File: src/rtl/vex_bus_pkg.sv
// Shared types for the iBus/dBus to AXI arbiter.
// Latency: n/a (types and constants only).
// Backpressure: n/a.
package vex_bus_pkg;

  typedef enum logic [2:0] {
    IDLE,
    RD_ADDR,
    RD_DATA,
    WR_XFER,
    WR_RESP
  } state_t;

  typedef enum logic {
    REQ_IBUS = 1'b0,
    REQ_DBUS = 1'b1
  } req_id_t;

  localparam logic [1:0] AXI_RESP_OKAY = 2'b00;

endpackage

File: src/rtl/vex_addr_xlate.sv
// Address translation: pass addresses above the threshold through, rebase the rest.
// Latency: combinational.
// Backpressure: none, pure function of its inputs.
module vex_addr_xlate
  import vex_bus_pkg::*;
(
  input  logic [31:0] addr,
  input  logic [31:0] abs_address,
  input  logic [63:0] base,
  output logic [63:0] xaddr
);

  // Addresses equal to the threshold still take the base; the add wraps mod 2^64.
  always_comb begin
    if (addr > abs_address) begin
      xaddr = {32'd0, addr};
    end else begin
      xaddr = {32'd0, addr} + base;
    end
  end

endmodule

File: src/rtl/vex_bus_arbiter.sv
// Round-robin share of one single-beat AXI master between iBus (read) and dBus.
// Latency: cmd accept to AXI valid 1 cycle; read response combinational on the R beat.
// Backpressure: one transaction in flight; cmd_ready pulses only on the IDLE grant cycle.
module vex_bus_arbiter
  import vex_bus_pkg::*;
#(
  parameter int C_M_AXI_ADDR_WIDTH = 64,
  parameter int C_M_AXI_DATA_WIDTH = 32
) (
  input  logic                          ap_clk,
  input  logic                          areset,
  input  logic [31:0]                   abs_address,
  input  logic [63:0]                   ibus_base,
  input  logic [63:0]                   dbus_base,
  input  logic                          ibus_cmd_valid,
  output logic                          ibus_cmd_ready,
  input  logic [31:0]                   ibus_cmd_address,
  output logic                          ibus_rsp_valid,
  output logic [31:0]                   ibus_rsp_data,
  output logic                          ibus_rsp_error,
  input  logic                          dbus_cmd_valid,
  output logic                          dbus_cmd_ready,
  input  logic                          dbus_cmd_wr,
  input  logic [31:0]                   dbus_cmd_address,
  input  logic [31:0]                   dbus_cmd_data,
  input  logic [3:0]                    dbus_cmd_mask,
  output logic                          dbus_rsp_valid,
  output logic [31:0]                   dbus_rsp_data,
  output logic                          dbus_rsp_error,
  output logic                          m_axi_awvalid,
  input  logic                          m_axi_awready,
  output logic [C_M_AXI_ADDR_WIDTH-1:0] m_axi_awaddr,
  output logic [7:0]                    m_axi_awlen,
  output logic                          m_axi_wvalid,
  input  logic                          m_axi_wready,
  output logic [C_M_AXI_DATA_WIDTH-1:0] m_axi_wdata,
  output logic [3:0]                    m_axi_wstrb,
  output logic                          m_axi_wlast,
  input  logic                          m_axi_bvalid,
  output logic                          m_axi_bready,
  input  logic [1:0]                    m_axi_bresp,
  output logic                          m_axi_arvalid,
  input  logic                          m_axi_arready,
  output logic [C_M_AXI_ADDR_WIDTH-1:0] m_axi_araddr,
  output logic [7:0]                    m_axi_arlen,
  input  logic                          m_axi_rvalid,
  output logic                          m_axi_rready,
  input  logic [C_M_AXI_DATA_WIDTH-1:0] m_axi_rdata,
  input  logic [1:0]                    m_axi_rresp,
  input  logic                          m_axi_rlast,
  output logic                          wr_err
);

  state_t      state;
  state_t      state_nxt;
  req_id_t     rr_pref;    // bus that wins when both request
  req_id_t     id_q;
  req_id_t     grant_id;
  logic        grant;
  logic        grant_wr;
  logic [31:0] addr_q;
  logic [31:0] data_q;
  logic [3:0]  mask_q;
  logic        wr_q;
  logic        aw_pend;
  logic        w_pend;
  logic        rd_beat;
  logic [63:0] base_sel;
  logic [63:0] xaddr;
  logic        unused_sig;

  // Grant is only possible in IDLE and never while reset is held.
  always_comb begin
    grant    = (state == IDLE) && !areset && (ibus_cmd_valid || dbus_cmd_valid);
    grant_id = REQ_IBUS;
    if (ibus_cmd_valid && dbus_cmd_valid) begin
      grant_id = rr_pref;
    end else if (dbus_cmd_valid) begin
      grant_id = REQ_DBUS;
    end
    grant_wr = (grant_id == REQ_DBUS) && dbus_cmd_wr;
  end

  assign ibus_cmd_ready = grant && (grant_id == REQ_IBUS);
  assign dbus_cmd_ready = grant && (grant_id == REQ_DBUS);

  // State register.
  always_ff @(posedge ap_clk) begin
    if (areset) begin
      state <= IDLE;
    end else begin
      state <= state_nxt;
    end
  end

  // Next-state: WR_XFER leaves only once both AW and W have retired, possibly together.
  always_comb begin
    state_nxt = state;
    case (state)
      IDLE:    if (grant) state_nxt = grant_wr ? WR_XFER : RD_ADDR;
      RD_ADDR: if (m_axi_arready) state_nxt = RD_DATA;
      RD_DATA: if (m_axi_rvalid) state_nxt = IDLE;
      WR_XFER: if ((!aw_pend || m_axi_awready) && (!w_pend || m_axi_wready)) state_nxt = WR_RESP;
      WR_RESP: if (m_axi_bvalid) state_nxt = IDLE;
      default: state_nxt = IDLE;
    endcase
  end

  // State-decoded AXI handshakes and response steering.
  always_comb begin
    m_axi_arvalid  = (state == RD_ADDR);
    m_axi_awvalid  = (state == WR_XFER) && wr_q && aw_pend;
    m_axi_wvalid   = (state == WR_XFER) && wr_q && w_pend;
    m_axi_rready   = (state == RD_DATA);
    m_axi_bready   = (state == WR_RESP);
    rd_beat        = m_axi_rready && m_axi_rvalid;
    ibus_rsp_valid = rd_beat && (id_q == REQ_IBUS);
    dbus_rsp_valid = rd_beat && (id_q == REQ_DBUS);
  end

  // Capture the granted command and hand priority to the other bus.
  always_ff @(posedge ap_clk) begin
    if (areset) begin
      rr_pref <= REQ_IBUS;
      id_q    <= REQ_IBUS;
      addr_q  <= '0;
      data_q  <= '0;
      mask_q  <= '0;
      wr_q    <= 1'b0;
    end else if (grant) begin
      id_q    <= grant_id;
      rr_pref <= (grant_id == REQ_IBUS) ? REQ_DBUS : REQ_IBUS;
      wr_q    <= grant_wr;
      if (grant_id == REQ_IBUS) begin
        addr_q <= ibus_cmd_address;
        data_q <= '0;
        mask_q <= '0;
      end else begin
        addr_q <= dbus_cmd_address;
        data_q <= dbus_cmd_data;
        mask_q <= dbus_cmd_mask;
      end
    end
  end

  // Per-channel outstanding flags so AW and W retire independently.
  always_ff @(posedge ap_clk) begin
    if (areset) begin
      aw_pend <= 1'b0;
      w_pend  <= 1'b0;
    end else if (grant) begin
      aw_pend <= grant_wr;
      w_pend  <= grant_wr;
    end else begin
      if (m_axi_awvalid && m_axi_awready) aw_pend <= 1'b0;
      if (m_axi_wvalid && m_axi_wready)   w_pend  <= 1'b0;
    end
  end

  // Sticky write-error flag, cleared only by reset.
  always_ff @(posedge ap_clk) begin
    if (areset) begin
      wr_err <= 1'b0;
    end else if (m_axi_bready && m_axi_bvalid && (m_axi_bresp != AXI_RESP_OKAY)) begin
      wr_err <= 1'b1;
    end
  end

  assign base_sel = (id_q == REQ_DBUS) ? dbus_base : ibus_base;

  vex_addr_xlate u_xlate (
    .addr        (addr_q),
    .abs_address (abs_address),
    .base        (base_sel),
    .xaddr       (xaddr)
  );

  assign m_axi_araddr   = xaddr[C_M_AXI_ADDR_WIDTH-1:0];
  assign m_axi_awaddr   = xaddr[C_M_AXI_ADDR_WIDTH-1:0];
  assign m_axi_arlen    = 8'd0;
  assign m_axi_awlen    = 8'd0;
  assign m_axi_wlast    = 1'b1;
  assign m_axi_wdata    = data_q;
  assign m_axi_wstrb    = mask_q;
  assign ibus_rsp_data  = m_axi_rdata;
  assign dbus_rsp_data  = m_axi_rdata;
  assign ibus_rsp_error = m_axi_rresp[1];
  assign dbus_rsp_error = m_axi_rresp[1];

  // Single-beat bursts make rlast redundant; rresp[0] carries no error meaning here.
  assign unused_sig = ^{m_axi_rlast, m_axi_rresp[0]};

endmodule

File: config.mk
export PLATFORM = sky130hd
export DESIGN_NAME = vex_bus_arbiter
export DESIGN_NICKNAME = d
export VERILOG_FILES = /design/src/rtl/vex_bus_pkg.sv /design/src/rtl/vex_addr_xlate.sv /design/src/rtl/vex_bus_arbiter.sv
export SDC_FILE = /design/constraint.sdc
export NUM_CORES = 1
export LEC_CHECK = 0
export CELL_PAD_IN_SITES_DETAIL_PLACEMENT = 0
export CELL_PAD_IN_SITES_GLOBAL_PLACEMENT = 1
export CORE_AREA = 8 8 212 214
export DETAILED_ROUTE_END_ITERATION = 7
export DIE_AREA = 0 0 220 222
export PLACE_DENSITY_LB_ADDON = 0.1
export SYNTH_ARGS = -nofsm -noshare
export SYNTH_HDL_FRONTEND = slang
export SYNTH_SLANG_ARGS = --single-unit
export TNS_END_PERCENT = 1
File: constraint.sdc
create_clock -name ap_clk -period 6 [get_ports ap_clk]
set_input_delay 1.5 -clock ap_clk [delete_from_list [all_inputs] [get_ports ap_clk]]
set_output_delay 1.5 -clock ap_clk [all_outputs]
set_load 0.005 [all_outputs]
Word-level counts from Yosys, hierarchy flattened
Cells that the tools add are included.
{ "word_totals": {"out_inout_bits": 257, "wordCells": 70, "inputBits": 307, "register_bits": 77} }
{ "op_classes": {"n_addsub": 1, "mux": 19, "eq_ne": 9, "magnitude_cmp": 1, "bitwise": 2, "reduce_logical": 28} }
{ "ops": {"columns": ["cell", "count"], "rows": [
  ["two-way mux 64 bit", 2],
  ["adder 32 x 64 -> 64 bit", 1],
  ["two-way mux 32 bit", 2],
  ["greater-than comparator 32 bit", 1],
  ["logical AND 1 bit", 17],
  ["two-way mux 3 bit", 5],
  ["one-hot mux 3 bit (5 select lines)", 1],
  ["!= test 2 bit (second input constant)", 4],
  ["two-way mux 1 bit", 7],
  ["== test 3 x 2 -> 1 bit (second input constant)", 2],
  ["nonzero test 2 bit", 3],
  ["AND reduction 5 bit", 1],
  ["two-way mux 4 bit", 1],
  ["== test 3 x 1 -> 1 bit (second input constant)", 1],
  ["== test 3 bit (second input constant)", 1],
  ["zero test 1 bit", 3],
  ["zero test 3 bit", 1],
  ["logical OR 1 bit", 3],
  ["two-way mux 2 bit", 1],
  ["!= test 2 x 1 -> 1 bit (second input constant)", 1],
  ["inverter 1 bit", 2]
]} }

Depth between registers and ports, before layout
Gate-level depths: netlist (run 1).
{ "depth": {"ltp_word": 6, "depth_mapped": 20, "depth_no_buf": 11} }

Modules after synthesis
A second synthesis (run 1) with hierarchy kept.
{ "hier_totals": {"cells_unflattened": 1091, "hier_area_um2": 8744.6} }
{ "modules_own_cells": {"columns": ["mod", "area_each_um2", "cells_each", "n_inst"], "rows": [
  ["vex_bus_arbiter", 4873.4, 503, 1],
  ["vex_addr_xlate", 3871.2, 588, 1]
]} }

Worst setup path before layout (run 1)
OpenSTA, ideal clock, no wires.
{ "synth_timing": {"path_kind": "register -> output", "startpoint": "register id_q", "endpoint": "output port m_axi_awaddr[32]", "path_stages_with_launch": 21, "arrival_time_ps": 4366, "path_buffers": 9, "slack_ps": 134, "required_ps": 4500, "path_cell_list": "dfxtp_1 -> buf_4 -> buf_4 -> buf_6 -> buf_2 -> clkbuf_1 -> clkbuf_1 -> mux2_2 -> ha_1 -> fa_1 -> a21o_1 -> a221oi_2 -> o21ai_2 -> nand3_2 -> and3_4 -> or2_1 -> buf_2 -> buf_2 -> nor3_1 -> nor3_1 -> buf_4"} }
{ "synth_via": {"elab_chain_len": 3} }
{ "synth_rtl": {"columns": ["element", "line_no", "rtl"], "rows": [
  ["start: declaration", "vex_bus_arbiter.sv:57", "req_id_t id_q;"],
  ["start signal: assignment", "vex_bus_arbiter.sv:131", "id_q <= grant_id;"],
  ["two-way mux 64 bit", "vex_bus_arbiter.sv:169", "assign base_sel = (id_q == REQ_DBUS) ? dbus_base : ibus_base;"],
  ["adder 32 x 64 -> 64 bit", "vex_addr_xlate.sv:18", "xaddr = {32'd0, addr} + base;"],
  ["two-way mux 64 bit", "vex_addr_xlate.sv:15", "if (addr > abs_address) begin"],
  ["end: declaration", "vex_bus_arbiter.sv:32", "output logic [C_M_AXI_ADDR_WIDTH-1:0] m_axi_awaddr,"]
]} }
No other way between the ends.

Final worst setup path (run 1)
{ "layout_timing": {"startpoint": "input port ibus_base[16]", "endpoint": "output port m_axi_awaddr[57]"} }
{ "layout_via": {"elab_chain_len": 3} }
{ "layout_rtl": {"columns": ["element", "line_no", "rtl"], "rows": [
  ["start: declaration", "vex_bus_arbiter.sv:13", "input logic [63:0] ibus_base,"],
  ["two-way mux 64 bit", "vex_bus_arbiter.sv:169", null],
  ["adder 32 x 64 -> 64 bit", "vex_addr_xlate.sv:18", null],
  ["two-way mux 64 bit", "vex_addr_xlate.sv:15", null]
]} }
No other way between the ends.

==> results of run 1 <==
## cell usage after synthesis, types with 3 or more instances
library cell	n
and4_1	4
o311ai_0	3
o31ai_1	6
o21ai_0	33
nand2b_1	13
a21oi_1	88
nor2_1	110
xor2_1	28
nor2b_1	22
buf_4	151
nand3_1	20
nand2_1	65
and3_1	7
and2_1	8
inv_1	44
o22ai_1	3
o41ai_1	3
o21bai_1	4
nor3_1	19
a32oi_1	17
xnor2_1	13
a221oi_1	3
buf_1	8
a211oi_1	44
a31oi_1	5
a21o_1	32
mux2_2	39
dfxtp_1	77
or4_1	4
o31a_1	3
a22o_1	40
ha_1	64
nand4_1	16
buf_2	17
clkbuf_1	28
o211ai_1	7
nor3b_1	4
nor4_1	6
mux2i_1	44
## routing by layer
metal	track usage (%)	part of all wire, %	wire (um)
met1	20.9	41	18900
met2	32.7	51	23500
met3	4.02	6.6	3030
met4	3.19	1.1	518
met5	0.312	0.022	10
## registers in the layout, summed over array words and instances, names as in the netlist
name / count
state: 3
aw_pend: 1
rr_pref: 1
m_axi_wstrb: 4
wr_err: 1
wr_q: 1
w_pend: 1
m_axi_wdata: 32
addr_q: 32
id_q: 1
## worst max-delay path, stage by stage
cell             delay [ns]
clkdlybuf4s50_1        0.40
mux2_4                 0.30
ha_4                   0.31
buf_6                  0.10
nand4_1                0.11
o31a_1                 0.34
o21ai_2                0.07
and3_4                 0.22
o31ai_4                0.07
buf_12                 0.14
buf_12                 0.12
buf_4                  0.13
a211oi_4               0.25
nand3_1                0.13
mux2i_1                0.21
buf_4                  0.18
buf_6                  0.09
## stage by stage
stage	hold WS [ns]	setup TNS [ns]
after global placement	0.455	-79.43
after CTS	0.478	-8.18
after global routing	0.490	-13.28
final	0.475	-3.60
after floorplan	0.421	0
after detailed placement	0.454	-80.65
## how the worst min path moves through the flow
stage	slack [ns]	cells after the start	to	from
after floorplan	0.42	1	rr_pref	rr_pref
after global placement	0.46	1	m_axi_wdata[7]	m_axi_wdata[7]
after detailed placement	0.45	1	m_axi_wstrb[1]	m_axi_wstrb[1]
after CTS	0.48	1	m_axi_wdata[11]	m_axi_wdata[11]
after global routing	0.49	1	m_axi_wdata[29]	m_axi_wdata[29]
final	0.48	1	m_axi_wdata[22]	m_axi_wdata[22]
## layout make-up
class	count	area [um2]
fillers	4328	25300
multi-input cells	837	7120
repair buffers	689	6320
flip-flops and latches	77	1550
well taps	539	674
clock buffers	10	250
inverters	44	165
clock inverters	6	73.8
## repair_timing
item | CTS | global route
setup buffers | 38 | 1
gates resized for setup | 470 | 84
pin swaps | 102 | 34
setup endpoints to repair | 128 | 106
gates cloned | 4 | 0
## power by group
group	leakage (uW)	internal [uW]	switching (uW)
sequential	0.000633	573	97.8
clock	0.000153	355	278
combinational	0.00635	1660	1360
total	0.00714	2590	1740
## cells by family after synthesis
logic type      after synthesis  synth area share (%)
xor+xnor                     41                  4.02
flops                        77                  17.3
fa+ha+maj                    65                  9.19
mux                          84                  9.98
buf+inv                     250                  17.2
simple gates                312                  17.2
compound gates              318                  25.0
other cells                   2                0.0841
==> key figures, run 1 <==
Timing
  • FMAX: 162 MHz
  • Final WS setup: -0.174 ns
  • Unrepaired setup endpoints after global routing: yes
  • Worst-Margin Slew: 0.834 ns
  • Fin. Hold Viols: 0
  • Relative slew slack: 44.4%
  • Post-layout minimum cycle time: 6.17 ns
  • Clock skew: 0.00782 ns
  • Endpoints failing setup: 49
  • Tcrit/Tclk final: 103%
  • Final Max Tran Viols: 0

Detailed routing
  • Routed vias: 10,078
  • Antenna-violating nets left: 0
  • Total wire length: 46.0 mm
  • Drt first pass iters: 4
  • Via density: 4.58
  • WL/cell: 20.9 um
  • # DRC: 0
  • DRT iter0 DRCs: 355

Floorplan
  • I/O pins: 564
  • Height of the die: 222 um
  • Starting density of the core: 21.5%
  • Die area: 48,800 um2
  • Row count: 75
  • Core footprint: 41,500 um2
  • Die width: 220 um

Layout
  • Commonest non-fill, non-tap cell in the layout: clkdlybuf4s50_1
  • Commonest cells after routing, fill and taps aside: clkdlybuf4s50_1, buf_4, nor2_1, dfxtp_1, dlygate4sd2_1
  • Synthesis-to-layout area growth: 80.9%
  • Non-Filler Instances: 2,202
  • N_diodes: 0
  • Share of layout cells above drive strength 1: 31.1%
  • Fin area: 16,100 um2
  • Nets: 2,030
  • Final Core Density: 38.9%

Power and ir drop
  • Power density over the cells: 268 nW/um2
  • Pwr Total: 4330 uW
  • Pleak: 0.00714 uW
  • Peak supply drop: 0.000158 V

CTS
  • Clock buffer count from CTS: 9
  • Number of H-tree levels: 3
  • CTS tree: yes
  • Clk sink count: 77
  • CTS Buffer Depth: 2
  • Clock transition at path regs: 0.08 ns
  • Clk_lat worst skew: 0.35 ns
  • Hold-fix buffers, CTS: 0
  • Root Driver: clkbuf_16

Synthesis
  • #FFs+latches synth: 77
  • Number of synthesized flops with an enable pin: 0
  • Post-synthesis cell type count: 76
  • Cell taking the most area after synthesis: dfxtp_1
  • Seq/Total Area, Yosys: 17.3%
  • Area contributors post-synth: dfxtp_1, buf_4, ha_1, a21oi_1, mux2i_1
  • Mapped cell area: 8930 um2
  • Synth warn: 0
  • Commonest register cell after synthesis: dfxtp_1
  • Top cell type's share of synthesized area: 17.3%
  • Synthesized instance count: 1,149
  • Ys async rst share: 0%
  • Syn Area/Cell: 7.77 um2

Critical path
  • R2r startpoint: state[0]
  • CP endpoint: m_axi_awaddr[57]
  • Setup CP Type: input port to output port
  • Startpoint Class: input port
  • Worst EP required: 4.50 ns
  • Arr. time, crit path: 4.67 ns
  • Worst r2r dst: m_axi_wdata[24]
  • R2R setup slack: 3.83 ns
  • Reg2reg path depth: 5
  • Worst Setup End Kind: output port
  • Worst Path Max Fanout: 4
  • Worst Setup SP: ibus_base[16]

Placed design
  • Pre-CTS setup slack: -0.942 ns
  • DPL Wire Length: 37.4 mm
  • IO Port Bufs: 445
  • Placed Cells: 2,148
  • Area of placed instances: 14,400 um2
  • Gpl congestion: 0.831

GRT
  • Largest net degree at the start of global routing: 66
  • Total GRT Usage: 17.8%
  • Overflow after GRT: 0
  • Vias in the first global route: 10,570
  • First-pass GRT wire length: 66.5 mm
  • Initial antenna violation count: 1

Run
  • Maxcap violations: 0

Status
  • Status: finished, violations left
  • Failing checks: setup timing

Hold path
  • Hold Crit Class: flop to flop
Note: power is estimated with default switching activity, not from simulation.
==> inputs of run 2 (changes only) <==
ABC_CLOCK_PERIOD_IN_PS = 6000   (was not set)
MAX_ROUTING_LAYER = met4   (was not set)
==> key figures, run 2 (same netlist as run 1, synthesis figures left out) <==
Status
  • Status: finished, violations left
  • Failing checks: setup timing

CTS
  • Clock buffer count from CTS: 9
  • Hold-fix buffers, CTS: 0
  • Clock transition at path regs: 0.07 ns
  • Clk sink count: 77
  • Number of H-tree levels: 3
  • CTS Buffer Depth: 2
  • Root Driver: clkbuf_16
  • CTS tree: yes
  • Clk_lat worst skew: 0.36 ns

Timing
  • Hold_ws: 0.476 ns
  • Relative slew slack: 44.2%
  • Endpoints failing setup: 49
  • Clock skew: 0.00851 ns
  • Final WS setup: -0.162 ns
  • Unrepaired setup endpoints after global routing: yes
  • Post-layout minimum cycle time: 6.16 ns
  • Fin. Hold Viols: 0
  • Worst-Margin Slew: 0.837 ns
  • FMAX: 162 MHz
  • Tcrit/Tclk final: 103%
  • Final Max Tran Viols: 0

Critical path
  • Worst Setup SP: ibus_base[11]
  • Setup CP Type: input port to output port
  • Worst EP required: 4.50 ns
  • Worst Path Max Fanout: 6
  • Arr. time, crit path: 4.66 ns
  • R2r startpoint: state[0]
  • Startpoint Class: input port
  • Worst Setup End Kind: output port

Placed design
  • IO Port Bufs: 445
  • Placed Cells: 2,148
  • DPL Wire Length: 37.4 mm
  • Gpl congestion: 0.844

Hold path
  • Hold Crit Class: flop to flop
  • Min-delay src: m_axi_wdata[0]

Floorplan
  • Starting density of the core: 21.5%
  • Die width: 220 um
  • Height of the die: 222 um
  • Core footprint: 41,500 um2
  • Row count: 75
  • Die area: 48,800 um2
  • I/O pins: 564

Layout
  • Commonest cells after routing, fill and taps aside: clkdlybuf4s50_1, buf_4, nor2_1, dfxtp_1, dlygate4sd2_1
  • Non-Filler Instances: 2,203
  • Nets: 2,030
  • Storage element area: 1550 um2
  • Commonest non-fill, non-tap cell in the layout: clkdlybuf4s50_1
  • Area of the multi-input gates: 7120 um2
  • Share of layout cells above drive strength 1: 31.1%
  • Fill cells: 4,332
  • Synthesis-to-layout area growth: 80.9%

GRT
  • Overflow after GRT: 0
  • Total GRT Usage: 18.3%
  • Initial antenna violation count: 1
  • Largest net degree at the start of global routing: 66
  • First-pass GRT wire length: 66.4 mm
  • Vias in the first global route: 10,586

Power and ir drop
  • Pleak: 0.00714 uW
  • Pwr Total: 4320 uW
  • Power density over the cells: 268 nW/um2
  • Peak supply drop: 0.000160 V

Detailed routing
  • Routed vias: 10,060
  • Antenna-violating nets left: 0
  • Drt first pass iters: 5
  • DRT iter0 DRCs: 410
  • # DRC: 0
  • Total wire length: 46.0 mm
  • WL/cell: 20.9 um
  • Via density: 4.57

Run
  • Maxcap violations: 0
-- run 2: cell types whose count changed in the layout (fill, tap and decap cells not counted), sizes merged --
cell	delta
diode	+1
-- run 2: critical path, stage by stage --
cell	delay [ns]
clkdlybuf4s50_1	0.40
mux2_2	0.28
ha_1	0.31
buf_4	0.14
nand2_1	0.07
buf_4	0.15
nor2_4	0.09
and4_1	0.18
o21a_2	0.18
o31ai_4	0.09
buf_12	0.14
buf_12	0.12
buf_4	0.13
a211oi_4	0.26
nand3_1	0.13
mux2i_1	0.19
buf_4	0.17
buf_6	0.09
-- run 2: cell type report --
class | count | share of cell area [%]
inverter | 44 | 1.02
clock buffer | 10 | 1.55
clock inverter | 6 | 0.457
timing repair buffer | 689 | 39.2
multi-input combinational | 837 | 44.1
antenna | 1 | 0.0155
tap | 539 | 4.17
sequential | 77 | 9.57
-- run 2: power by group --
| group | internal (uW) | leakage (uW) | switching [uW] |
|---|---|---|---|
| sequential | 573 | 0.000633 | 97.9 |
| combinational | 1660 | 0.00635 | 1360 |
| clock | 355 | 0.000153 | 278 |
-- run 2: timing repair --
action	CTS	global route
pin swaps	102	34
gates cloned	4	0
hold endpoints to repair	0	0
gates resized for setup	470	85
setup endpoints to repair	128	106
buffers inserted	38	1
-- run 2: through the flow --
stage          TNS, ns  cell area, um2  util [%]  worst slack, ns
6_report         -3.63           16200      38.9           -0.162
5_1_grt         -13.28           16200      38.9           -0.337
4_1_cts          -8.18           15900      38.4           -0.200
3_5_place_dp    -80.65           14400      34.8           -0.942
3_3_place_gp    -79.43           14400      34.8           -0.955
2_1_floorplan        0            8980         -            0.134
-- run 2: metal layers --
metal	part of all wire, %	GRT usage [%]	vias up
li1	-	-	5030
met1	42	21.2	4676
met2	51	32.7	326
met3	5.7	3.42	28
met4	1.2	3.19	0
met5	0	-	-
-- run 2: final timing paths --
| kind | endpoint | slack, ns | depth (start not counted) |
|---|---|---|---|
| max | m_axi_awaddr[57] | -0.16 | 18 |
| min reg2reg | m_axi_wdata[0] | 0.48 | 1 |
| min | m_axi_wdata[0] | 0.48 | 1 |
| max reg2reg | m_axi_wdata[24] | 3.82 | 5 |
==> inputs of run 3 (changes only) <==
CORE_AREA = 8 8 210 212   (was 8 8 212 214)
DIE_AREA = 0 0 218 220   (was 0 0 220 222)
SYNTH_HIERARCHICAL = 1   (was not set)
==> key figures, run 3 <==
Status
  • Status: finished, violations left
  • Failing checks: setup timing

Timing
  • Clock skew: 0.00902 ns
  • Hold_ws: 0.473 ns
  • Worst-Margin Slew: 1.05 ns
  • Final WS setup: -0.153 ns
  • Final Max Tran Viols: 0
  • Endpoints failing setup: 11
  • Relative slew slack: 29.7%
  • Fin. Hold Viols: 0
  • Tcrit/Tclk final: 103%
  • Post-layout minimum cycle time: 6.15 ns
  • Unrepaired setup endpoints after global routing: yes
  • FMAX: 163 MHz

Critical path
  • Worst Setup End Kind: output port
  • Setup CP Type: input port to output port
  • Arr. time, crit path: 4.65 ns
  • R2R setup slack: 3.71 ns
  • R2r startpoint: state[1]
  • Worst r2r dst: w_pend
  • Worst Path Max Fanout: 5
  • Startpoint Class: input port
  • Worst Setup SP: ibus_base[4]
  • Reg2reg path depth: 5
  • Worst EP required: 4.50 ns

Synthesis
  • #FFs+latches synth: 77
  • Number of synthesized flops with an enable pin: 0
  • Mapped cell area: 8740 um2
  • Synth cell count leaders: buf_4, nor2_1, dfxtp_1
  • Post-synthesis xor/xnor area fraction: 4.51%
  • Compound-Gate Fraction of Synth Area: 23.6%
  • Top-count cell post-synth: buf_4
  • Seq/Total Area, Yosys: 17.6%
  • Synthesized-area fraction occupied by adder cells: 9.39%
  • Commonest register cell after synthesis: dfxtp_1
  • Synthesized instance count: 1,091
  • Syn Area/Cell: 8.02 um2
  • Synth warn: 6
  • Mux share of post-synthesis cell area: 12.0%
  • Cell taking the most area after synthesis: dfxtp_1
  • Area contributors post-synth: dfxtp_1, buf_4, ha_1, mux2_2, a21oi_1
  • Post-synthesis cell type count: 76
  • Top cell type's share of synthesized area: 17.6%
  • Synth Area in Simple Gates: 14.5%
  • Ys async rst share: 0%
  • Combinational family with the most area after synthesis: compound AO/OA/AOI/OAI gates

CTS
  • Clk sink count: 77
  • CTS tree: yes
  • Clk_lat worst skew: 0.35 ns
  • Number of H-tree levels: 3
  • Root Driver: clkbuf_16
  • Clock transition at path regs: 0.06 ns
  • Clock buffer count from CTS: 9
  • CTS Buffer Depth: 2
  • Hold-fix buffers, CTS: 0

Power and ir drop
  • Power density over the cells: 364 nW/um2
  • Peak supply drop: 0.000135 V
  • Pleak: 0.00675 uW

Detailed routing
  • Antenna-violating nets left: 0
  • Total wire length: 41.7 mm
  • Routed vias: 9,532
  • Drt first pass iters: 4
  • # DRC: 0
  • Via density: 4.47
  • WL/cell: 19.6 um
  • DRT iter0 DRCs: 238

GRT
  • Vias in the first global route: 10,335
  • Total GRT Usage: 17.0%
  • First-pass GRT wire length: 61.4 mm
  • Largest net degree at the start of global routing: 42
  • Overflow after GRT: 0
  • Initial antenna violation count: 4

Layout
  • Commonest cells after routing, fill and taps aside: clkdlybuf4s50_1, buf_4, nor2_1, dfxtp_1, nand2_1
  • Non-Filler Instances: 2,131
  • Fill cells: 4,253
  • Final Core Density: 38.3%
  • Commonest non-fill, non-tap cell in the layout: clkdlybuf4s50_1
  • Nets: 1,962
  • Synthesis-to-layout area growth: 77.5%
  • Share of layout cells above drive strength 1: 34.1%
  • Fin area: 15,500 um2

Floorplan
  • I/O pins: 564
  • Height of the die: 220 um
  • Die width: 218 um
  • Die area: 48,000 um2
  • Core footprint: 40,600 um2
  • Row count: 74
  • Starting density of the core: 21.6%

Hold path
  • Hold endpoint: m_axi_wdata[24]
  • Min-delay src: m_axi_wdata[24]
  • Hold Crit Class: flop to flop
  • WHS Path Cells: 1

Placed design
  • Placed Cells: 2,063
  • Gpl congestion: 0.834
  • IO Port Bufs: 445
  • Area of placed instances: 14,000 um2
  • DPL Wire Length: 34.7 mm

Run
  • Maxcap violations: 0
run 3: cell count changes after synthesis, moves of 10 or more:
cell | previous run | this run
a32oi_1 | 17 | 3
mux2i_1 | 44 | 33
or3_1 | 2 | 12
nor3_1 | 19 | 5
xnor2_1 | 13 | 33
nor2b_1 | 22 | 7
a21oi_1 | 88 | 70
clkbuf_1 | 28 | 16
xor2_1 | 28 | 12
mux2_2 | 39 | 64
nor2_1 | 110 | 90
run 3: per-layer routing:
| metal | wire (um) | vias up | track usage [%] |
|---|---|---|---|
| li1 | - | 4760 | - |
| met1 | 17400 | 4417 | 19.0 |
| met2 | 20900 | 320 | 29.8 |
| met3 | 2890 | 35 | 4.24 |
| met4 | 572 | 0 | 4.30 |
| met5 | 0 | - | - |
run 3: cell families (layout without fill, tap and decap cells):
family | Yosys count | after routing
other | 2 | 21
multiplexers | 97 | 97
XOR/XNOR | 45 | 45
buffers and inverters | 253 | 742
flip-flops | 77 | 77
AO/OA/AOI/OAI | 293 | 293
AND/OR/NAND/NOR | 259 | 259
adder cells (fa/ha/maj) | 65 | 65
run 3: final cells by class:
class / count / area [um2] / area share (%)
repair buffers: 675 / 6070 / 39.1
clock inverters: 5 / 65.1 / 0.419
well taps: 532 / 666 / 4.29
flip-flops and latches: 77 / 1550 / 9.96
inverters: 51 / 191 / 1.23
clock buffers: 11 / 243 / 1.56
multi-input cells: 776 / 6730 / 43.3
diodes: 4 / 10.0 / 0.0645
run 3: power breakdown:
group / switching [uW] / total (uW) / internal, uW
Sequential: 188 / 805 / 616
Clock: 235 / 573 / 338
Combinational: 1950 / 4270 / 2320
Total: 2370 / 5650 / 3280
run 3: stage by stage:
stage / TNS (ns) / worst slack [ns] / total power, uW
4_1_cts: -2.55 / -0.234 / 5640
2_1_floorplan: 0 / 0.370 / 2740
5_1_grt: -6.24 / -0.307 / 6110
3_5_place_dp: -68.52 / -0.902 / 4840
3_3_place_gp: -64.97 / -0.869 / 4840
6_report: -0.914 / -0.153 / 5650
run 3: how the worst max path moves through the flow:
stage                                  end  depth (start not counted)  slack (ns)
final                     m_axi_awaddr[53]                         15       -0.15
after global placement    m_axi_araddr[28]                         13       -0.87
after global routing      m_axi_araddr[53]                         15       -0.31
after detailed placement  m_axi_awaddr[28]                         13       -0.90
after floorplan           m_axi_awaddr[52]                         13        0.37
after CTS                 m_axi_araddr[27]                         15       -0.23
run 3: repair_timing:
action | CTS | global route
gates resized for setup | 363 | 165
endpoints found under the setup margin | 128 | 126
gates cloned | 3 | 0
buffers inserted | 34 | 11
pin swaps | 89 | 57
run 3: critical path, stage by stage:
cell             delay, ns
clkdlybuf4s50_1       0.39
mux2_4                0.30
ha_4                  0.30
o211ai_1              0.13
nor3_2                0.28
or2_4                 0.18
a41o_4                0.21
a21bo_4               0.16
o21ai_4               0.07
buf_4                 0.14
buf_6                 0.11
or3_1                 0.35
a21oi_2               0.15
buf_4                 0.13
dlygate4sd2_1         0.24
